## config.mk

```make
export PLATFORM = sky130hd
export DESIGN_NAME = rr_hold_arbiter
export DESIGN_NICKNAME = d
export VERILOG_FILES = /design/src/rtl/rr_hold_arbiter_pkg.sv /design/src/rtl/rr_hold_arbiter_pick.sv /design/src/rtl/rr_hold_arbiter.sv
export SDC_FILE = /design/constraint.sdc
export NUM_CORES = 1
export LEC_CHECK = 0
export BUFFER_PORTS_ARGS = -buffer_cell sky130_fd_sc_hd__buf_2
export CORE_AREA = 4 4 53 55
export DETAILED_ROUTE_END_ITERATION = 8
export DIE_AREA = 0 0 57 59
export GPL_TIMING_DRIVEN = 0
export HOLD_SLACK_MARGIN = 0.06
export PLACE_DENSITY = 0.71
export SLEW_MARGIN = 15
export SYNTH_ARGS = -nofsm -noshare
export SYNTH_HDL_FRONTEND = slang
export SYNTH_HIERARCHICAL = 1
export SYNTH_SLANG_ARGS = --single-unit
```

## constraint.sdc

```tcl
create_clock -name clk -period 2.9 [get_ports clk]
set_clock_uncertainty 0.1 [all_clocks]
set_input_delay 0.58 -clock clk [delete_from_list [all_inputs] [get_ports clk]]
set_output_delay 0.58 -clock clk [all_outputs]
set_load 0.01 [all_outputs]
```

## src/rtl/rr_hold_arbiter_pkg.sv

```systemverilog
// Shared definitions for the round-robin hold arbiter:
// FSM state encoding, default hold limit and id-width helper.
package rr_hold_arbiter_pkg;

    typedef enum logic {
        IDLE = 1'b0,
        BUSY = 1'b1
    } state_t;

    localparam int MAXHOLD_DEF = 8;

    // Minimum binary id width able to index n one-hot bits.
    function automatic int id_width(input int n);
        return (n <= 2) ? 1 : $clog2(n);
    endfunction

endpackage

```

## src/rtl/rr_hold_arbiter_pick.sv

```systemverilog
// Combinational round-robin winner select.
// Ports: req (N), ptr (M) in; pick (one-hot N), id (M) out.
module rr_pick
    import rr_hold_arbiter_pkg::*;
#(
    parameter int N = 4,
    parameter int M = 2
) (
    input  logic [N-1:0] req,
    input  logic [M-1:0] ptr,
    output logic [N-1:0] pick,
    output logic [M-1:0] id
);

    logic [N-1:0] rot;
    logic [N-1:0] first;
    logic [M-1:0] k;

    // Modulo-N wrap for indices below 2N.
    function automatic int wrap(input int a);
        return (a >= N) ? a - N : a;
    endfunction

    always_comb begin
        rot   = '0;
        first = '0;
        k     = '0;
        pick  = '0;
        id    = '0;
        // Rotate right by ptr so the top-priority bit lands at 0.
        for (int i = 0; i < N; i++) begin
            rot[i] = req[wrap(i + int'(ptr))];
        end
        // LSB-first first-one isolate.
        first = rot & (~rot + N'(1));
        // Encode and rotate back.
        for (int i = 0; i < N; i++) begin
            if (first[i]) begin
                k = M'(i);
            end
            pick[wrap(i + int'(ptr))] = first[i];
        end
        if (|rot) begin
            id = M'(wrap(int'(k) + int'(ptr)));
        end
    end

endmodule

```

## src/rtl/rr_hold_arbiter.sv

```systemverilog
// Round-robin arbiter holding a grant until release, request drop or timeout.
// Ports: clk, rst_n, req[N], rel in; gnt[N], gnt_id[M], gnt_v, tout out (all registered).
module rr_hold_arbiter
    import rr_hold_arbiter_pkg::*;
#(
    parameter int N       = 4,
    parameter int M       = 2,
    parameter int MAXHOLD = MAXHOLD_DEF,
    parameter int CW      = 4
) (
    input  logic         clk,
    input  logic         rst_n,
    input  logic [N-1:0] req,
    input  logic         rel,
    output logic [N-1:0] gnt,
    output logic [M-1:0] gnt_id,
    output logic         gnt_v,
    output logic         tout
);

    localparam logic [CW-1:0] TLIM =
        CW'((MAXHOLD == 0) ? 0 : MAXHOLD - 1);

    state_t        state_q, state_d;
    logic [M-1:0]  ptr_q, ptr_d;
    logic [CW-1:0] cnt_q, cnt_d;
    logic [N-1:0]  gnt_q, gnt_d;
    logic [M-1:0]  id_q, id_d;
    logic          v_q, v_d;
    logic          tout_q, tout_d;

    logic [N-1:0]  pick;
    logic [M-1:0]  pick_id;
    logic [M-1:0]  pick_nxt;
    logic          any;
    logic          held;
    logic          to_hit;
    logic          release_c;

    rr_pick #(
        .N (N),
        .M (M)
    ) u_pick (
        .req  (req),
        .ptr  (ptr_q),
        .pick (pick),
        .id   (pick_id)
    );

    assign any      = |req;
    assign held     = |(gnt_q & req);
    assign to_hit   = (MAXHOLD != 0) && (cnt_q == TLIM);
    assign pick_nxt = (pick_id == M'(N - 1)) ? '0 : pick_id + M'(1);

    always_comb begin
        state_d   = state_q;
        ptr_d     = ptr_q;
        cnt_d     = cnt_q;
        gnt_d     = gnt_q;
        id_d      = id_q;
        v_d       = v_q;
        tout_d    = 1'b0;
        release_c = 1'b0;
        unique case (state_q)
            IDLE: begin
                if (any) begin
                    state_d = BUSY;
                    gnt_d   = pick;
                    id_d    = pick_id;
                    v_d     = 1'b1;
                    ptr_d   = pick_nxt;
                    cnt_d   = '0;
                end
            end
            BUSY: begin
                release_c = rel | ~held | to_hit;
                if (release_c) begin
                    cnt_d = '0;
                    if (any) begin
                        // Back-to-back handover, no idle bubble.
                        gnt_d  = pick;
                        id_d   = pick_id;
                        v_d    = 1'b1;
                        ptr_d  = pick_nxt;
                        tout_d = to_hit & ~rel & held;
                    end else begin
                        state_d = IDLE;
                        gnt_d   = '0;
                        id_d    = '0;
                        v_d     = 1'b0;
                    end
                end else if (cnt_q != '1) begin
                    cnt_d = cnt_q + CW'(1);
                end
            end
            default: begin
                state_d = IDLE;
            end
        endcase
    end

    always_ff @(posedge clk or negedge rst_n) begin
        if (!rst_n) begin
            state_q <= IDLE;
            ptr_q   <= '0;
            cnt_q   <= '0;
            gnt_q   <= '0;
            id_q    <= '0;
            v_q     <= 1'b0;
            tout_q  <= 1'b0;
        end else begin
            state_q <= state_d;
            ptr_q   <= ptr_d;
            cnt_q   <= cnt_d;
            gnt_q   <= gnt_d;
            id_q    <= id_d;
            v_q     <= v_d;
            tout_q  <= tout_d;
        end
    end

    assign gnt    = gnt_q;
    assign gnt_id = id_q;
    assign gnt_v  = v_q;
    assign tout   = tout_q;

endmodule

```

==> impl_metrics.csv, run 1 <==
group,metric,value,unit
run_status,status,"finished, final reports clean",
timing,finalCritPeriodShare,99.6,%
grt,grt_usage,16.7,%
pwr,p_per_area,1230,nW/um^2
setup_path,cp_data_arrival_time,2.98,ns
grt,grt_max_degree,16,
synth,syn_inst,104,
synth,synth.avg_cell_area,10.9,um^2
setup_path,rr_worst_depth,10,
setup_path,rr_endpoint,"ptr_q[1]$_DFFE_PN0P_",
synth,synth_warnings,6,
clock_tree,clk_latency,0.30,ns
synth,ys_seq_elements,15,
run,drv_cap,0,
setup_path,worstPathRequired,2.99,ns
timing,tightest_slew,0.474,ns
timing,rsz0062_at_grt,"true",
setup_path,crit_end,"ptr_q[1]$_DFFE_PN0P_",
finish,final_cell_mix,"buf_2 (14), dfrtp_1 (13), buf_4 (12), ha_1 (9), nor2_1 (8)",
synth,syn_area,1130,um^2
finish,num_antenna_cells,0,
die,core-area,2390,um^2
die,die_h,59,um
finish,final_common_cell,"buf_2",
clock_tree,cts_sinks,15,
placement,gp_congestion,0.773,
die,ios,15,
detailed_routing,wl_per_cell,16.1,um
synth,synth_cell_type_count,38,
timing,finalSetupViolCount,0,
detailed_routing,drc,0,
clock_tree,root_buffer,"clkbuf_4",
timing,max_freq,346,MHz
finish,drive_above_1_share,43.0,%
detailed_routing,antenna_left,0,
clock_tree,htree_num_levels,1,
clock_tree,hold_buffers,0,
placement,hpwl,1810,um
grt,grt_pass1_wl,4330,um
finish,finalNetCount,154,
setup_path,critPathMaxFanout,5,
detailed_routing,vias,970,
clock_tree,clock_path_buffers,2,
timing,slew_headroom,68.2,%
setup_path,crit_start,"ptr_q[0]$_DFFE_PN0P_",
setup_path,end_kind,"register",
detailed_routing,drt_pre_antenna_iters,4,
finish,area_delta_synth_final,25.1,%
timing,min_period,2.89,ns
die,fp.dieW,57,um
pwr,power.total,0.00174,W
worst_hold_path,hold_path_class,"input port to asynchronous set/reset pin",
placement,port_buffers,14,
die,start_util,47.3,%
pwr,irDropWorstVdd,0.742,mV
grt,grt_pass1_vias,955,
finish,fin_util,59.2,%
synth,syn_nets,122,
timing,finalHoldViolCount,0,
synth,yosysSeqAreaShare,33.2,%
die,die_area,3360,um^2
setup_path,ff2ff_setup_slack,0.01,ns
grt,antenna_found_initial,0,
clock_tree,numCtsBuffers,3,
setup_path,start_kind,"register",
detailed_routing,drtIter0Drc,47,
detailed_routing,wl,2650,um
setup_path,worst_r2r_startpoint,"ptr_q[0]$_DFFE_PN0P_",
clock_tree,cts_tree,"yes",
setup_path,path_class,"register to register",
detailed_routing,via_per_inst,5.88,
pwr,p_leak,0.642,nW
clock_tree,clk_pin_slew_worst_paths,0.11,ns
grt,overflow,0,
die,num_rows,18,
timing,slew_viol_final,0,
timing,fin_tns_setup,0,ns
==> power by group <==
group / internal, W / total (W) / switching [W] / leakage, nW
registers: 0.000286 / 0.000357 / 0.0000715 / 0.185
logic: 0.000702 / 0.00125 / 0.000551 / 0.440
clock network: 0.0000514 / 0.000132 / 0.0000805 / 0.0177
==> worst min-delay path by stage <==
stage,cells after the start,start,to,slack (ns)
2_1_floorplan,0,rst_n,cnt_q[0]$_DFFE_PN0P_,0.18
3_3_place_gp,1,gnt_id[1]$_DFFE_PN0P_,gnt_id[1]$_DFFE_PN0P_,0.38
3_5_place_dp,1,gnt_id[0]$_DFFE_PN0P_,gnt_id[0]$_DFFE_PN0P_,0.38
4_1_cts,1,rst_n,gnt[2]$_DFFE_PN0P_,0.09
5_1_grt,1,rst_n,gnt[2]$_DFFE_PN0P_,0.1
6_report,1,rst_n,gnt[2]$_DFFE_PN0P_,0.08
==> critical path: stages (launching register included) <==
cell and delay (ns):
dfrtp_2 0.47, buf_6 0.12, mux4_2 0.50, or4b_4 0.52, nand2_4 0.08, ha_4 0.13
xnor2_2 0.11, o211ai_1 0.10, o21ai_1 0.13, ha_1 0.26, mux2_4 0.25
==> cells in the mapped netlist <==
master    number  area [um^2]
a211o_1        1         8.76
a21oi_1        7         35.0
a221o_1        1         10.0
a22o_1         1         8.76
a22o_2         7         70.1
a22oi_1        2         15.0
a31oi_1        1         6.26
and2b_1        1         7.51
buf_6          2         22.5
dfrtp_1       15          375
ha_1          11          138
inv_1          4         15.0
mux2_4         2         30.0
mux4_1         2         52.6
mux4_2         2         45.0
nand2_1        8         30.0
nand2b_1       1         6.26
nand3b_1       3         22.5
nand4b_1       1         8.76
nor2_1         8         30.0
nor2b_1        2         12.5
nor3_1         1         5.00
nor3b_1        1         7.51
o211ai_1       1         7.51
o21a_1         2         15.0
o21ai_0        4         20.0
o21ai_1        1         5.00
o22ai_2        1         12.5
o311a_1        1         10.0
o31a_1         2         17.5
o41a_1         1         11.3
or2b_1         1         7.51
or3b_1         1         8.76
or4_4          1         11.3
or4b_2         1         10.0
or4b_4         1         13.8
xnor2_1        1         8.76
xor2_1         1         8.76
==> per-stage QoR <==
| stage | hold slack, ns | instance area (um^2) | cells | worst slack (ns) |
|---|---|---|---|---|
| after floorplan | 0.184 | 1140 | 104 | -0.0455 |
| after global placement | 0.384 | 1250 | 148 | -0.314 |
| after detailed placement | 0.381 | 1250 | 148 | -0.355 |
| after CTS | 0.0855 | 1390 | 162 | -0.0308 |
| after global routing | 0.0966 | 1410 | 165 | -0.0907 |
| final | 0.0758 | 1410 | 165 | 0.0125 |
==> repair_timing <==
| item | in CTS | in global routing |
|---|---|---|
| endpoints found under the setup margin | 2 | 3 |
| pin swaps | 4 | 2 |
| endpoints found under the hold margin | 0 | 0 |
| buffers inserted | 10 | 3 |
| gates resized for setup | 7 | 2 |
==> layer usage <==
| metal | GRT usage, % | vias to the layer above | part of all wire (%) |
|---|---|---|---|
| li1 | - | 459 | - |
| met5 | 0 | - | 0 |
| met3 | 2.83 | 8 | 5.8 |
| met1 | 21.7 | 466 | 44 |
| met2 | 25.9 | 37 | 47 |
| met4 | 10.3 | 0 | 2.8 |
==> area by class of cell <==
class / instances / area (um^2)
Buffer: 2 / 22.5
Clock buffer: 3 / 22.5
Clock inverter: 1 / 5.00
Fill cell: 207 / 973
Inverter: 4 / 20.0
Multi-Input combinational cell: 83 / 757
Sequential cell: 15 / 378
Tap cell: 30 / 37.5
Timing Repair Buffer: 27 / 171
==> state kept, by name (all words and copies together) (netlist names) <==
| register | count |
|---|---|
| gnt_id | 2 |
| tout | 1 |
| gnt_v | 1 |
| state_q | 1 |
| cnt_q | 4 |
| ptr_q | 2 |
| gnt | 4 |
==> cells by family (layout without fill, tap and decap cells) <==
kind of cell	Yosys count	after routing	share of synthesized area [%]
compound gates	33	33	22.4
simple gates	31	31	16.1
flops	15	15	33.2
fa+ha+maj	11	11	12.2
mux	6	6	11.3
buf+inv	6	37	3.32
xor+xnor	2	2	1.55
(Power assumes the default switching activity.)
==> run 2: changes to the inputs <==
--- a/config.mk
+++ b/config.mk
@@ -10,7 +10,7 @@
 export DETAILED_ROUTE_END_ITERATION = 8
 export DIE_AREA = 0 0 57 59
 export GPL_TIMING_DRIVEN = 0
-export HOLD_SLACK_MARGIN = 0.06
+export HOLD_SLACK_MARGIN = 0.05
 export PLACE_DENSITY = 0.71
 export SLEW_MARGIN = 15
 export SYNTH_ARGS = -nofsm -noshare
==> constraint.sdc (replaced) <==
create_clock -name clk -period 2.5 [get_ports clk]
set_clock_uncertainty 0.1 [all_clocks]
set_input_delay 0.5 -clock clk [delete_from_list [all_inputs] [get_ports clk]]
set_output_delay 0.5 -clock clk [all_outputs]
set_load 0.01 [all_outputs]
==> run 2 against run 1 <==
Compared with the run above: the flow now finishes with violations (setup timing); via count rose by 1.3%; sequential power increased by 17%; sequential share of layout area is 1.1 points lower; register-to-register slack got worse by 0.50 ns; final area up 4.2%; routed wire length rose by 3.1%; die area unchanged; utilization is 2.5 points higher; first-iteration DRC count shrank 32%; clock power grew 4%; clock-buffer cell count did not move; critical path type unchanged; critical endpoint unchanged.
==> impl_metrics.csv, run 2 (same netlist as run 1, synthesis figures left out) <==
group,metric,value,unit
setup_path,end_kind,"register",
detailed_routing,wl_per_cell,16.2,um
clock_tree,htree_num_levels,1,
timing,fin_tns_setup,-1.52,ns
placement,hpwl,1790,um
die,die_h,59,um
grt,grt_pass1_vias,989,
detailed_routing,drtIter0Drc,32,
detailed_routing,dr_wl_met3,87,um
timing,finalCritPeriodShare,119,%
finish,area_delta_synth_final,30.5,%
run,drv_cap,0,
pwr,irDropWorstVdd,1.17,mV
clock_tree,cts_sinks,15,
placement,gp_congestion,0.746,
finish,finalNetCount,158,
setup_path,critPathMaxFanout,5,
timing,tightest_slew,0.509,ns
die,ios,15,
detailed_routing,antenna_left,0,
run_status,violations,"setup timing",
clock_tree,cts_tree,"yes",
placement,port_buffers,14,
clock_tree,clk_pin_slew_worst_paths,0.09,ns
placement,placed_area,1250,um^2
pwr,seqPwrFrac,19.4,%
pwr,p_sw_share,40.3,%
timing,slew_headroom,65.8,%
setup_path,start_kind,"register",
grt,grt_pass1_wl,4620,um
clock_tree,root_buffer,"clkbuf_4",
timing,max_freq,335,MHz
clock_tree,numCtsBuffers,3,
detailed_routing,vias,983,
pwr,p_leak,0.663,nW
run_status,status,"complete, but fails checks",
finish,final_cell_mix,"buf_2 (14), buf_4 (14), dfrtp_1 (13), nor2_1 (8), ha_1 (8)",
finish,num_antenna_cells,0,
pwr,power.total,0.00216,W
detailed_routing,met1_length,1150,um
detailed_routing,drt_pre_antenna_iters,4,
grt,grt_usage,17.6,%
finish,final_area,1470,um^2
pwr,pwr-share-clk,6.4,%
grt,overflow,0,
setup_path,path_class,"register to register",
detailed_routing,via_per_inst,5.82,
worst_hold_path,hold_path_class,"register to register",
setup_path,worstPathRequired,2.57,ns
timing,finalHoldViolCount,0,
pwr,p_int,0.00129,W
timing,slew_viol_final,0,
timing,finalSetupViolCount,5,
grt,grt_max_degree,16,
setup_path,ff2ff_setup_slack,-0.48,ns
timing,rsz0062_at_grt,"true",
detailed_routing,drc,0,
detailed_routing,wl,2730,um
pwr,switching_power,0.000869,W
clock_tree,clk_latency,0.28,ns
detailed_routing,wl_met2,1430,um
timing,worst_slack,-0.485,ns
pwr,p_per_area,1460,nW/um^2
timing,min_period,2.98,ns
die,die_area,3360,um^2
die,fp.dieW,57,um
grt,antenna_found_initial,0,
die,start_util,47.3,%
clock_tree,clock_path_buffers,2,
die,num_rows,18,
die,core-area,2390,um^2
finish,drive_above_1_share,44.6,%
pwr,pwr-share-comb,74.3,%
setup_path,cp_data_arrival_time,3.05,ns
detailed_routing,top_layer,"met4",
-- run 2: final timing paths --
| kind | startpoint | endpoint | cells past startpoint |
|---|---|---|---|
| worst min-delay path | gnt_id[1]$_DFFE_PN0P_ | gnt_id[1]$_DFFE_PN0P_ | 1 |
| worst max-delay path | ptr_q[0]$_DFFE_PN0P_ | ptr_q[1]$_DFFE_PN0P_ | 10 |
| min in group asynchronous | rst_n | state_q$_DFF_PN0_ | 2 |
| max in group asynchronous | rst_n | ptr_q[0]$_DFFE_PN0P_ | 2 |
| worst max register to register | ptr_q[0]$_DFFE_PN0P_ | ptr_q[1]$_DFFE_PN0P_ | 10 |
| worst min register to register | gnt_id[1]$_DFFE_PN0P_ | gnt_id[1]$_DFFE_PN0P_ | 1 |
-- run 2: final cells by class --
class	count	area, um^2
Clock inverter	1	5.00
Inverter	4	20.0
Buffer	2	22.5
Fill cell	194	913
Tap cell	30	37.5
Timing Repair Buffer	31	208
Multi-Input combinational cell	83	781
Sequential cell	15	378
Clock buffer	3	22.5
-- run 2: metrics by stage --
stage | worst slack (ns) | util, % | hold slack (ns) | cells
3_3_place_gp | -0.637 | 52.5 | 0.312 | 148
2_1_floorplan | -0.438 | - | 0.104 | 104
3_5_place_dp | -0.713 | 52.5 | 0.319 | 148
6_report | -0.485 | 61.7 | 0.408 | 169
4_1_cts | -0.433 | 59.6 | 0.413 | 167
5_1_grt | -0.546 | 61.7 | 0.424 | 169
-- run 2: power by group through the flow --
stage	clock network, W	registers (W)	logic, W
after floorplan	0	0.000443	0.000861
after global placement	0	0.000440	0.00107
after detailed placement	0	0.000449	0.00111
after CTS	0.000143	0.000414	0.00140
after global routing	0.000155	0.000432	0.00176
final	0.000137	0.000418	0.00160
-- run 2: what timing repair did --
action                                  4_1_cts  5_1_grt
setup buffers                                14        2
pin swaps                                     4        3
gates resized for setup                       8        6
hold buffers                                  1        0
hold endpoints to repair                     15        0
gates cloned                                  0        0
endpoints found under the setup margin        5        6
-- run 2: metal layers --
metal	global-route usage [%]	vias up
li1	-	469
met1	21.1	486
met2	33.0	20
met3	1.53	8
met4	5.96	0
met5	0	-
-- run 2: critical path, cell delays in order, from the launching register on --
cell	delay [ns]
dfrtp_2	0.46
buf_6	0.13
mux4_2	0.52
or4b_4	0.58
nand2_4	0.09
ha_4	0.15
xnor2_4	0.12
o211ai_1	0.13
o21ai_2	0.12
ha_4	0.22
mux2_4	0.25
==> run 3: changes to the inputs <==
--- a/config.mk
+++ b/config.mk
@@ -12,6 +12,7 @@
 export GPL_TIMING_DRIVEN = 0
 export HOLD_SLACK_MARGIN = 0.05
 export PLACE_DENSITY = 0.71
+export SETUP_SLACK_MARGIN = 0.1
 export SLEW_MARGIN = 15
 export SYNTH_ARGS = -nofsm -noshare
 export SYNTH_HDL_FRONTEND = slang
==> run 3 against run 2 <==
Compared with the run above: the run still ends with setup timing left; combinational power hardly changed; final area is 0.26% higher; final cell count stayed put; first-iteration DRC count is 41% lower; clock-buffer cell count stayed put; worst setup slack better by 0.0022 ns; global-route usage hardly changed; register-to-register slack hardly changed; critical path depth stayed put; critical path type unchanged; largest cell class unchanged.
==> impl_metrics.csv, run 3 (same netlist as run 1, synthesis figures left out) <==
group,metric,value,unit
run_status,violations,"setup timing",
setup_path,cp_common_cell,"ha_4",
pwr,irDropWorstVdd,1.19,mV
timing,rsz0062_at_grt,"true",
setup_path,critPathMaxFanout,5,
die,ios,15,
placement,hpwl,1790,um
die,die_h,59,um
clock_tree,clk_latency,0.28,ns
pwr,p_leak,0.664,nW
finish,drive_above_1_share,45.3,%
detailed_routing,wl_per_cell,16.2,um
die,fp.dieW,57,um
placement,gp_congestion,0.746,
grt,grt_usage,17.5,%
timing,finalCritPeriodShare,119,%
timing,finalSetupViolCount,5,
run_status,status,"complete, but fails checks",
placement,port_buffers,14,
detailed_routing,vias,989,
clock_tree,clock_path_buffers,2,
setup_path,cp.depth,10,
die,num_rows,18,
setup_path,cpPeakStageDelay,0.58,ns
detailed_routing,met1_length,1150,um
timing,slew_viol_final,0,
detailed_routing,wl,2740,um
pwr,p_per_area,1470,nW/um^2
grt,grt_max_degree,16,
pwr,power.total,0.00217,W
placement,placed_area,1250,um^2
setup_path,worst_r2r_startpoint,"ptr_q[0]$_DFFE_PN0P_",
grt,overflow,0,
die,die_area,3360,um^2
setup_path,crit_path_cell_trace,"buf_6, mux4_2, or4b_4, nand2_4, ha_4, xnor2_4, o211ai_1, o21ai_2, ha_4, mux2_4",
finish,seqCellArea,378,um^2
finish,finalNetCount,158,
detailed_routing,dr_wl_met3,92,um
detailed_routing,drt_pre_antenna_iters,4,
finish,area_delta_synth_final,30.8,%
detailed_routing,drtIter0Drc,19,
timing,max_freq,335,MHz
setup_path,end_kind,"register",
setup_path,cp_num_buf_inv,1,
setup_path,worstPathRequired,2.57,ns
setup_path,start_kind,"register",
detailed_routing,top_layer,"met4",
finish,fillers,194,
setup_path,rr_worst_depth,10,
finish,num_antenna_cells,0,
clock_tree,numCtsBuffers,3,
die,core-area,2390,um^2
clock_tree,cts_tree,"yes",
detailed_routing,drc,0,
finish,final_cell_mix,"buf_2 (14), buf_4 (14), dfrtp_1 (13), nor2_1 (8), ha_1 (8)",
timing,finalHoldViolCount,0,
grt,grt_pass1_wl,4620,um
grt,grt_pass1_vias,985,
setup_path,crit_start,"ptr_q[0]$_DFFE_PN0P_",
run,drv_cap,0,
detailed_routing,antenna_left,0,
clock_tree,root_buffer,"clkbuf_4",
die,start_util,47.3,%
timing,slew_headroom,66.1,%
clock_tree,clk_pin_slew_worst_paths,0.09,ns
setup_path,path_class,"register to register",
worst_hold_path,min_path_cells,1,
clock_tree,cts_sinks,15,
setup_path,cp_data_arrival_time,3.05,ns
grt,antenna_found_initial,0,
timing,min_period,2.98,ns
timing,worst_slack,-0.482,ns
clock_tree,htree_num_levels,1,
finish,final_area,1480,um^2
worst_hold_path,hold_path_startpoint,"gnt_id[1]$_DFFE_PN0P_",
setup_path,critical-path-top-delay-family,"multiplexers",
timing,tightest_slew,0.505,ns
detailed_routing,via_per_inst,5.85,
detailed_routing,wl_met2,1430,um
finish,multi_input_area,785,um^2
worst_hold_path,hold_path_class,"register to register",
setup_path,slowest_stage,"or4b_4",
[run 3: per-stage QoR]
stage | utilization [%] | std cells | setup WS (ns) | TNS [ns] | hold slack, ns
global placement | 52.5 | 148 | -0.637 | -1.70 | 0.312
global route | 61.9 | 169 | -0.545 | -1.91 | 0.424
CTS | 59.6 | 167 | -0.433 | -1.05 | 0.413
floorplan | - | 104 | -0.438 | -0.950 | 0.104
detailed placement | 52.5 | 148 | -0.713 | -2.02 | 0.319
finish | 61.9 | 169 | -0.482 | -1.51 | 0.409
[run 3: final cells by class]
class | count | share of cell area (%)
tap | 30 | 2.54
buffer | 2 | 1.52
clock buffer | 3 | 1.52
clock inverter | 1 | 0.339
multi-input combinational | 83 | 53.1
timing repair buffer | 31 | 14.1
sequential | 15 | 25.6
inverter | 4 | 1.35
[run 3: worst paths after layout]
check | end | slack (ns)
max in group asynchronous | ptr_q[0]$_DFFE_PN0P_ | 1.49
hold reg to reg | gnt_id[1]$_DFFE_PN0P_ | 0.41
setup reg to reg | ptr_q[1]$_DFFE_PN0P_ | -0.48
hold / removal | gnt_id[1]$_DFFE_PN0P_ | 0.41
setup / recovery | ptr_q[1]$_DFFE_PN0P_ | -0.48
min in group asynchronous | state_q$_DFF_PN0_ | 0.54
[run 3: routing by layer]
| layer | vias to the layer above | track usage, % |
|---|---|---|
| met2 | 23 | 32.8 |
| met3 | 8 | 1.53 |
| met5 | - | 0 |
| met1 | 487 | 21.1 |
| li1 | 471 | - |
| met4 | 0 | 5.96 |
[run 3: power breakdown]
| part | total [W] | switching [W] | internal, W |
|---|---|---|---|
| registers | 0.000418 | 0.0000863 | 0.000331 |
| clock network | 0.000139 | 0.0000797 | 0.0000594 |
| logic | 0.00161 | 0.000706 | 0.000909 |
[run 3: repair_timing]
item / in CTS / in global routing
setup endpoints to repair: 7 / 8
setup buffers: 14 / 2
pin swaps: 4 / 3
hold buffers: 1 / 0
hold endpoints to repair: 15 / 0
resized for setup: 8 / 7
